### src/rtl/mem_pkg.sv
// Shared types and constants for the unified instruction/data memory responder.
package mem_pkg;

    typedef enum logic [1:0] {
        ST_IDLE = 2'd0,
        ST_WAIT = 2'd1,
        ST_RESP = 2'd2
    } state_e;

    localparam int         WORD_BYTES = 4;
    localparam logic [1:0] ALIGN_MASK = 2'(WORD_BYTES - 1);

    function automatic logic is_misaligned(input logic [1:0] addr_lsbs);
        return |(addr_lsbs & ALIGN_MASK);
    endfunction

endpackage

### src/rtl/mem_responder_if.sv
// Request/ready handshake between the CPU control unit (master) and the memory (slave).
interface mem_responder_if #(
    parameter int ADDR_W = 32,
    parameter int DATA_W = 32
);
    logic              mem_req;
    logic              mem_write;
    logic [ADDR_W-1:0] addr;
    logic [DATA_W-1:0] write_data;
    logic              mem_ready;
    logic [DATA_W-1:0] read_data;
    logic              mem_err;

    modport master (
        output mem_req, mem_write, addr, write_data,
        input  mem_ready, read_data, mem_err
    );

    modport slave (
        input  mem_req, mem_write, addr, write_data,
        output mem_ready, read_data, mem_err
    );
endinterface

### src/rtl/mem_array.sv
// Word-addressed storage: synchronous write port, combinational read port.
module mem_array #(
    parameter int DEPTH_WORDS = 64,
    parameter int DATA_W      = 32,
    parameter int IDX_W       = $clog2(DEPTH_WORDS)
) (
    input  logic              clk,
    input  logic              i_we,
    input  logic [IDX_W-1:0]  i_windex,
    input  logic [DATA_W-1:0] i_wdata,
    input  logic [IDX_W-1:0]  i_rindex,
    output logic [DATA_W-1:0] o_rdata
);

    logic [DATA_W-1:0] r_mem [DEPTH_WORDS];

    // NOTE: the array has no reset; contents survive reset and clearing it would turn it into flops.
    always_ff @(posedge clk) begin
        if (i_we) begin
            r_mem[i_windex] <= i_wdata;
        end
    end

    assign o_rdata = r_mem[i_rindex];

endmodule

### src/rtl/mem_responder.sv
// Memory slave with configurable wait states: IDLE accepts a request, WAIT stalls, RESP pulses ready.
module mem_responder
    import mem_pkg::*;
#(
    parameter int DEPTH_WORDS = 64,
    parameter int WAIT_CYCLES = 2,
    parameter int ADDR_W      = 32,
    parameter int DATA_W      = 32
) (
    input  logic            clk,
    input  logic            reset,
    mem_responder_if.slave  bus
);

    localparam int IDX_W     = $clog2(DEPTH_WORDS);
    localparam int CNT_W     = (WAIT_CYCLES > 1) ? $clog2(WAIT_CYCLES) : 1;
    localparam int WAIT_LOAD = (WAIT_CYCLES > 0) ? WAIT_CYCLES - 1 : 0;

    localparam logic [1:0] S_IDLE = ST_IDLE;
    localparam logic [1:0] S_WAIT = ST_WAIT;
    localparam logic [1:0] S_RESP = ST_RESP;

    logic [1:0]        r_state;
    logic [CNT_W-1:0]  r_cnt;
    logic [ADDR_W-1:0] r_addr;
    logic              r_write;
    logic [DATA_W-1:0] r_wdata;
    logic [DATA_W-1:0] r_read_data;

    logic              w_resp;
    logic              w_misaligned;
    logic              w_we;
    logic [IDX_W-1:0]  w_index;
    logic [DATA_W-1:0] w_rdata;
    logic [DATA_W-1:0] w_resp_data;
    logic              w_unused;

    assign w_resp       = (r_state == S_RESP);
    assign w_misaligned = is_misaligned(r_addr[1:0]);
    assign w_index      = r_addr[2 +: IDX_W];
    assign w_unused     = ^r_addr[ADDR_W-1:IDX_W+2];

    // An aborting reset in RESP must also suppress the commit on that same edge.
    assign w_we = w_resp && r_write && !w_misaligned && !reset;

    mem_array #(
        .DEPTH_WORDS (DEPTH_WORDS),
        .DATA_W      (DATA_W),
        .IDX_W       (IDX_W)
    ) u_mem_array (
        .clk      (clk),
        .i_we     (w_we),
        .i_windex (w_index),
        .i_wdata  (r_wdata),
        .i_rindex (w_index),
        .o_rdata  (w_rdata)
    );

    // NOTE: assign the default first so every path drives the result and no latch is inferred.
    always_comb begin
        w_resp_data = r_read_data;
        if (w_misaligned) begin
            w_resp_data = '0;
        end else if (!r_write) begin
            w_resp_data = w_rdata;
        end
    end

    // NOTE: state registers use non-blocking assignments so every flop samples pre-edge values.
    always_ff @(posedge clk) begin
        if (reset) begin
            r_state     <= S_IDLE;
            r_cnt       <= '0;
            r_addr      <= '0;
            r_write     <= 1'b0;
            r_wdata     <= '0;
            r_read_data <= '0;
        end else begin
            case (r_state)
                S_IDLE: begin
                    if (bus.mem_req) begin
                        r_addr  <= bus.addr;
                        r_write <= bus.mem_write;
                        r_wdata <= bus.write_data;
                        if (WAIT_CYCLES == 0) begin
                            r_state <= S_RESP;
                        end else begin
                            r_state <= S_WAIT;
                            r_cnt   <= CNT_W'(WAIT_LOAD);
                        end
                    end
                end
                S_WAIT: begin
                    if (r_cnt == '0) begin
                        r_state <= S_RESP;
                    end else begin
                        r_cnt <= r_cnt - 1'b1;
                    end
                end
                S_RESP: begin
                    r_read_data <= w_resp_data;
                    r_state     <= S_IDLE;
                end
                default: r_state <= S_IDLE;
            endcase
        end
    end

    // Between responses the last result is held; mem_err only ever accompanies mem_ready.
    assign bus.mem_ready = w_resp;
    assign bus.read_data = w_resp ? w_resp_data : r_read_data;
    assign bus.mem_err   = w_resp && w_misaligned;

endmodule

### src/flat_wrapper.sv
// flat-port wrapper written by rule: the top's interface ports become plain ports
module mem_responder_flat import mem_pkg::*;
#(
    parameter int DEPTH_WORDS = 64,
    parameter int WAIT_CYCLES = 2,
    parameter int ADDR_W      = 32,
    parameter int DATA_W      = 32
)
  (clk, reset, bus_mem_req, bus_mem_write, bus_addr, bus_write_data, bus_mem_ready, bus_read_data, bus_mem_err);
  mem_responder_if #(.ADDR_W(ADDR_W), .DATA_W(DATA_W)) bus_i ();
  input  logic clk;
  input  logic reset;
  input wire logic [$bits(bus_i.mem_req)-1:0] bus_mem_req;
  input wire logic [$bits(bus_i.mem_write)-1:0] bus_mem_write;
  input wire logic [$bits(bus_i.addr)-1:0] bus_addr;
  input wire logic [$bits(bus_i.write_data)-1:0] bus_write_data;
  output wire logic [$bits(bus_i.mem_ready)-1:0] bus_mem_ready;
  output wire logic [$bits(bus_i.read_data)-1:0] bus_read_data;
  output wire logic [$bits(bus_i.mem_err)-1:0] bus_mem_err;
  assign bus_i.mem_req = bus_mem_req;
  assign bus_i.mem_write = bus_mem_write;
  assign bus_i.addr = bus_addr;
  assign bus_i.write_data = bus_write_data;
  assign bus_mem_ready = bus_i.mem_ready;
  assign bus_read_data = bus_i.read_data;
  assign bus_mem_err = bus_i.mem_err;
  mem_responder #(.DEPTH_WORDS(DEPTH_WORDS), .WAIT_CYCLES(WAIT_CYCLES), .ADDR_W(ADDR_W), .DATA_W(DATA_W)) u_core (.clk(clk), .reset(reset), .bus(bus_i));
endmodule
### config.mk
export PLATFORM = sky130hd
export DESIGN_NAME = mem_responder_flat
export DESIGN_NICKNAME = d
export VERILOG_FILES = /design/src/rtl/mem_pkg.sv /design/src/rtl/mem_responder_if.sv /design/src/rtl/mem_array.sv /design/src/rtl/mem_responder.sv /design/src/flat_wrapper.sv
export SDC_FILE = /design/constraint.sdc
export NUM_CORES = 2
export LEC_CHECK = 0
export BUFFER_PORTS_ARGS = -buffer_cell sky130_fd_sc_hd__buf_4
export CORE_ASPECT_RATIO = 1.25
export CORE_MARGIN = 4
export CORE_UTILIZATION = 57
export CTS_CLUSTER_SIZE = 40
export DETAILED_ROUTE_END_ITERATION = 6
export GPL_ROUTABILITY_DRIVEN = 0
export GPL_TIMING_DRIVEN = 1
export MAX_ROUTING_LAYER = met4
export PLACE_DENSITY = 0.78
export SLEW_MARGIN = 20
export SYNTH_ARGS = -nofsm -noshare
export SYNTH_HDL_FRONTEND = slang
export SYNTH_SLANG_ARGS = --single-unit
### constraint.sdc
create_clock -name clk -period 3.68 [get_ports clk]
set_clock_uncertainty 0.05 [all_clocks]
set_input_delay 0.368 -clock clk [delete_from_list [all_inputs] [get_ports clk]]
set_output_delay 0.368 -clock clk [all_outputs]
set_load 0.03 [all_outputs]
=== Yosys cells after proc, flatten, opt, wreduce, memory -nomap -nowiden ===
Memories as Yosys holds them, arrays and structs flattened. A register that Yosys moved wholly into a read port is not among the register bits.
Cells that the tools add are included.

* Logic and storage cells: 37
* Input port bits: 68
* Memories: 1
* Register bits: 76
* ROM bits: 0
* Bits in writable memories: 2048
* Latch bits: 0

* Shift-type cells: 0
* $lt $le $gt $ge: 0
* Muxes and demuxes: 13
* $add $sub $neg: 1
* Equality and inequality tests: 4
* Reduce and logical (&&, ||, !) cells: 12
* Divide/modulo/power cells: 0
* Bitwise operators: 0
* $mul: 0

{| class="wikitable"
|+ Memories
! memory !! depth !! bits a word !! read ports !! clocked after Yosys merged registers in !! wr ports !! RTL line !! source
|-
| u_core.u_mem_array.r_mem || 64 || 32 || 1 || 1 || 1 || mem_array.sv:15 || <nowiki>logic [DATA_W-1:0] r_mem [DEPTH_WORDS];</nowiki>
|}

{| class="wikitable"
|+ Operator list
! operator !! number
|-
| 2-to-1 mux 32 bit || 3
|-
| 2-to-1 mux 6 bit || 2
|-
| AND reduction 2 bit || 3
|-
| logical AND 1 bit || 4
|-
| 2-to-1 mux 1 bit || 4
|-
| 2-to-1 mux 2 bit || 2
|-
| inequality test 2 bit, second input constant || 2
|-
| one-hot mux 2 bit (2 select lines) || 1
|-
| == test 2 x 1 -> 1 bit, second input constant || 1
|-
| == test 2 bit, second input constant || 1
|-
| zero test 1 bit || 2
|-
| zero test 2 bit || 1
|-
| one-hot mux 1 bit (2 select lines) || 1
|-
| nonzero test 2 bit || 1
|-
| OR reduction 2 bit || 1
|-
| subtractor 1 bit, second input constant || 1
|}

=== Depth between registers and ports, before layout ===
* Depth in word-level cells: 6
* Depth in mapped cells: 9
* Gate-level depth less buffers: 6

=== Modules after synthesis ===
From an unflattened synthesis, not the netlist that was laid out.

* Cells, all modules: 3666
* Area total of the unflattened synthesis: 80913.9 um2

{| class="wikitable"
|+ Modules (own cells, without submodules)
! module !! cells each !! times used !! area each (um2) !! sequential area each (um2)
|-
| mem_array || 3292 || 1 || 77874.7 || 61499.0
|-
| mem_responder || 374 || 1 || 3039.2 || 1521.5
|}

=== Least setup slack after synthesis ===
No wires, ideal clock.

* Path kind: reg-to-reg
* From: register u_core.r_addr[0]
* To: memory u_core.u_mem_array.r_mem[63][0] (enable)
* Data arrival time: 2980 ps
* Required time: 3209 ps
* Path buffers: 0
* Setup slack: 229 ps
* Cell stages (with the launch flop): 5
* Path through: dfxtp_1 or3b_2 nor4b_1 nand3_1 nor2_1

* Longest elaborated chain between the ends: 6

{| class="wikitable"
|+ RTL lines
! element !! RTL line !! source
|-
| from (decl) || mem_responder.sv:25 || <nowiki>logic [ADDR_W-1:0] r_addr;</nowiki>
|-
| from (signal assigned) || mem_responder.sv:82 || <nowiki>r_addr <= bus.addr;</nowiki>
|-
| OR reduction 2 bit || mem_pkg.sv:14 || <nowiki>return |(addr_lsbs & ALIGN_MASK);</nowiki>
|-
| zero test 1 bit || mem_responder.sv:44 || <nowiki>assign w_we = w_resp && r_write && !w_misaligned && !reset;</nowiki>
|-
| logical AND 1 bit (2 in a row) || mem_responder.sv:44 ||
|-
| 2-to-1 mux 1 bit || mem_array.sv:19 || <nowiki>if (i_we) begin</nowiki>
|-
| 2-to-1 mux 1 bit (implied by the code) || mem_array.sv:20 || <nowiki>r_mem[i_windex] <= i_wdata;</nowiki>
|-
| to (decl) || mem_array.sv:15 ||
|}

No other way between the ends.

==> results.txt <==
The flow ran to the end, but the final reports show violations. The checks that failed: design-rule violations, negative setup slack. Synthesis produced 4237 cells.

The number of global-route vias before repair is 45190. Entering global routing, the biggest net connects 66 pins. Register bit count reported by yosys: 2130. The count of cell types in the netlist came out at 35. The detailed router put a total of 76340 um of wire on met1.

The leakage power of the design came out at 31.45 nW. Setup repair after global routing could not meet its margin everywhere. The run gives 192 as the number of clock buffers inserted by TritonCTS. At the pin with the least slew margin, the transition time is 1.183 ns. The worst vdd rail ir drop was 494.9 uV; the count of unresolved DRC violations after routing was 28. The share of layout cells above drive strength 1 was 0.2757; the final max-slew violation count was 0.

The register-to-register setup slack was 0.34 ns; the total of max-cap violations was 0. The CTS root buffer is sky130_fd_sc_hd__clkbuf_16. The number of violations reported at the end of detailed-routing iteration 0 came out at 7177. The worst setup path is launched from a flip-flop. The synthesis warning total was 0; the floorplan row count was 155. The arrival time of the worst setup path was 3.59 ns. Final-report setup violation count: 32. For the initial antenna violation count, the log shows 7.

Counting every net in the synthesized netlist gives 4305. CTS built an H-tree with a depth of 4. CTS saw 2130 sinks.

For the number of filler instances in the final layout, the log shows 8479. The tools report the end of the worst hold path as u_core.r_wdata[2]. Required time at the endpoint of the critical path: 3.26 ns.

The logs give 0.5754 for the starting density of the core and 0 for the remaining antenna violation count. The floorplan step defined a core boundary enclosing 143300 um^2. The maximum clock frequency is 249.2 MHz. The tools report the detailed placement HPWL as 127300 um. The routed length per instance was 34.69 um.

The first global-routing pass estimated 324000 um of wire. The tools report the global router's overall resource usage as 0.3126. The worst register-to-register path has a depth of 5. For the global-route congestion overflow total, the log shows 0. The final core area utilization is 0.6733. In this run the critical register-to-register path is launched from u_core.r_write. The post-route non-filler standard cell count is 6671, and the total routed wirelength is 231400 um. The worst setup path is captured at a primary output. The headroom to the max-slew limit was 0.2116; the synthesized area per cell was 19.46 um^2. The area added between synthesis and finish is 17.01%, and the width of the die is 348.2 um. The die is 433.3 um tall. The run gives 3 as the maximum count of clock buffers along a single path. The tools report the I/O pin count as 102. Across all hold checks on the routed design, the worst slack comes to 0.2950 ns. After detailed routing, no signal wire sits above met4.

The count of input and output buffers works out to 77. TritonCTS built the clock tree. The mapped netlist covers 82470 um^2.

For the post-place setup slack, the log shows 0.2322 ns. The worst register-to-register path ends at u_core.u_mem_array.r_mem[47][6]. The design draws 49.66 mW. The final period utilization works out to 1.090. In this run the worst hold path is classified as input port to flip-flop.

The tools report the wire length on met2 as 110100 um. For the total number of vias, the log shows 45860. After clock tree synthesis, the clock-pin slew on the worst setup and hold paths is 0.06 ns. Wire length on met3: 28500 um. For the final routed database, the setup TNS stands at -8.709 ns.

The total count of hold-check failures in the final report was 0; the maximum fanout along the worst path was 19. For the post-route worst setup slack, the log shows -0.3326 ns. The final layout contains 4684 nets. The sequential element share of the synthesized area is 0.7656. The finished cells cover 96500 um^2. The hold path depth came out at 4.

For this run, the detailed router's first-pass iteration total came to 7. The total die area is 150900 um^2. The routed via count divided by cell count is 6.875, and the instance count after placement with tap cells included is 6192. The clock network latency to the later pin of the worst-skew pair came out at 0.84 ns.

The class of the most critical setup path is flip-flop to primary output. The worst hold path begins at bus_write_data[2]. The clock period minus final worst setup slack came out at 4.013 ns. The total power per unit cell area came out at 514.6 nW/um^2. In this run the cell area measured after placement is 87750 um^2.
repair_timing:
| item | CTS | global route |
|---|---|---|
| endpoints found under the hold margin | 49 | 0 |
| resized for setup | 122 | 84 |
| hold buffers | 45 | 0 |
| endpoints found under the setup margin | 32 | 32 |
| pin swaps | 10 | 8 |
| buffers inserted | 21 | 23 |
| gates cloned | 18 | 7 |
how the worst max path moves through the flow:
stage	startpoint	to	slack, ns	cells after the start
final	flip-flop	bus_read_data[20]	-0.33	11
after global placement	flip-flop	bus_read_data[26]	0.26	7
after CTS	flip-flop	bus_read_data[24]	-0.36	9
after floorplan	u_core.r_addr[0]	u_core.u_mem_array.r_mem[63][0]	0.23	4
after global routing	flip-flop	bus_read_data[3]	-0.44	11
after detailed placement	flip-flop	bus_read_data[26]	0.23	10
flip-flops by register name, summed over array words and instances (netlist names), named ones only:
register	count
u_core.u_mem_array.r_mem	2048
u_core.r_read_data	32
u_core.r_wdata	32
u_core.r_addr	8
u_core.r_state	2
u_core.r_cnt	1
u_core.r_write	1
routing by layer:
metal / global-route usage / up-vias
li1: - / 18150
met1: 0.3803 / 23390
met2: 0.4789 / 3559
met3: 0.08523 / 771
met4: 0.1774 / 0
met5: - / -
cell type report:
type | count | area (um^2) | area share
clock buffers | 253 | 5085 | 0.05269
clock inverters | 102 | 1039 | 0.01076
multi-input cells | 1855 | 19570 | 0.2028
well taps | 1884 | 2357 | 0.02443
repair buffers | 435 | 5221 | 0.05410
diodes | 10 | 25.02 | 0.0002593
inverters | 2 | 7.507 | 0.00007779
flip-flops and latches | 2130 | 63200 | 0.6549
cell families after synthesis:
| kind of cell | after synthesis | share of synthesized area |
|---|---|---|
| AOI/OAI and AO/OA | 428 | 0.03426 |
| buffers and inverters | 252 | 0.01288 |
| DFF | 2130 | 0.7656 |
| muxes | 865 | 0.1555 |
| and+or+nand+nor | 562 | 0.03178 |
worst max-delay path, stage by stage, from the launching register on:
cell and delay, ns:
sky130_fd_sc_hd__dfxtp_4 0.39, sky130_fd_sc_hd__buf_12 0.18, sky130_fd_sc_hd__buf_16 0.20, sky130_fd_sc_hd__buf_12 0.14
sky130_fd_sc_hd__buf_16 0.17, sky130_fd_sc_hd__mux2i_1 0.25, sky130_fd_sc_hd__o22ai_1 0.15, sky130_fd_sc_hd__nor4_1 0.22
sky130_fd_sc_hd__buf_4 0.23, sky130_fd_sc_hd__a31oi_2 0.19, sky130_fd_sc_hd__or3_4 0.44, sky130_fd_sc_hd__buf_4 0.18
synth_stat cells:
cell	instances	area, um^2
sky130_fd_sc_hd__or4b_2	1	10.01
sky130_fd_sc_hd__inv_1	2	7.510
sky130_fd_sc_hd__a22oi_1	160	1201
sky130_fd_sc_hd__o22ai_1	128	800.8
sky130_fd_sc_hd__nor3b_1	1	7.510
sky130_fd_sc_hd__edfxtp_1	2048	61500
sky130_fd_sc_hd__and2_1	1	6.260
sky130_fd_sc_hd__nand3_1	164	820.8
sky130_fd_sc_hd__a21oi_1	75	375.4
sky130_fd_sc_hd__dfxtp_1	82	1642
sky130_fd_sc_hd__or3_1	36	225.2
sky130_fd_sc_hd__nor2_1	105	394.1
sky130_fd_sc_hd__buf_2	60	300.3
sky130_fd_sc_hd__nand3b_1	6	45.04
sky130_fd_sc_hd__nor2b_1	5	31.28
sky130_fd_sc_hd__buf_4	9	67.56
sky130_fd_sc_hd__or3b_2	2	17.52
sky130_fd_sc_hd__nand4_1	1	6.260
sky130_fd_sc_hd__nand4b_1	3	26.28
sky130_fd_sc_hd__mux2_2	128	1441
sky130_fd_sc_hd__nand2b_1	3	18.77
sky130_fd_sc_hd__nor4_1	38	237.7
sky130_fd_sc_hd__a211oi_1	1	7.510
sky130_fd_sc_hd__nor4b_1	2	17.52
sky130_fd_sc_hd__clkbuf_1	142	533.0
sky130_fd_sc_hd__buf_1	38	142.6
sky130_fd_sc_hd__a31oi_1	32	200.2
sky130_fd_sc_hd__or2_2	1	6.260
sky130_fd_sc_hd__nor3_1	3	15.01
sky130_fd_sc_hd__nand4bb_1	3	33.78
sky130_fd_sc_hd__a21o_1	32	240.2
sky130_fd_sc_hd__nand2_1	187	701.9
sky130_fd_sc_hd__buf_6	1	11.26
sky130_fd_sc_hd__mux4_2	320	7207
sky130_fd_sc_hd__mux2i_1	417	4174
placed cells by master (no fill, tap or decap), types with 45 or more instances in the layout:
master	Yosys	layout
sky130_fd_sc_hd__clkbuf_16	0	199
sky130_fd_sc_hd__buf_12	0	60
sky130_fd_sc_hd__nand3_1	164	151
sky130_fd_sc_hd__mux4_2	320	320
sky130_fd_sc_hd__mux2_2	128	102
sky130_fd_sc_hd__mux2i_1	417	404
sky130_fd_sc_hd__nand2_1	187	183
sky130_fd_sc_hd__buf_4	9	256
sky130_fd_sc_hd__dfxtp_1	82	46
sky130_fd_sc_hd__o22ai_1	128	127
sky130_fd_sc_hd__a22oi_1	160	160
sky130_fd_sc_hd__dlygate4sd3_1	0	45
sky130_fd_sc_hd__nor2_4	0	64
sky130_fd_sc_hd__edfxtp_1	2048	2048
sky130_fd_sc_hd__a21oi_1	75	74
sky130_fd_sc_hd__clkbuf_1	142	57
power by group:
group	total, mW	internal [mW]	leakage, nW	switching (mW)
logic	3.14	1.26	8.29	1.88
clock network	19.5	10.8	2.96	8.72
registers	27.0	26.7	20.2	0.309
total	49.7	38.8	31.4	10.9
Power figures use the tool's default switching activity.
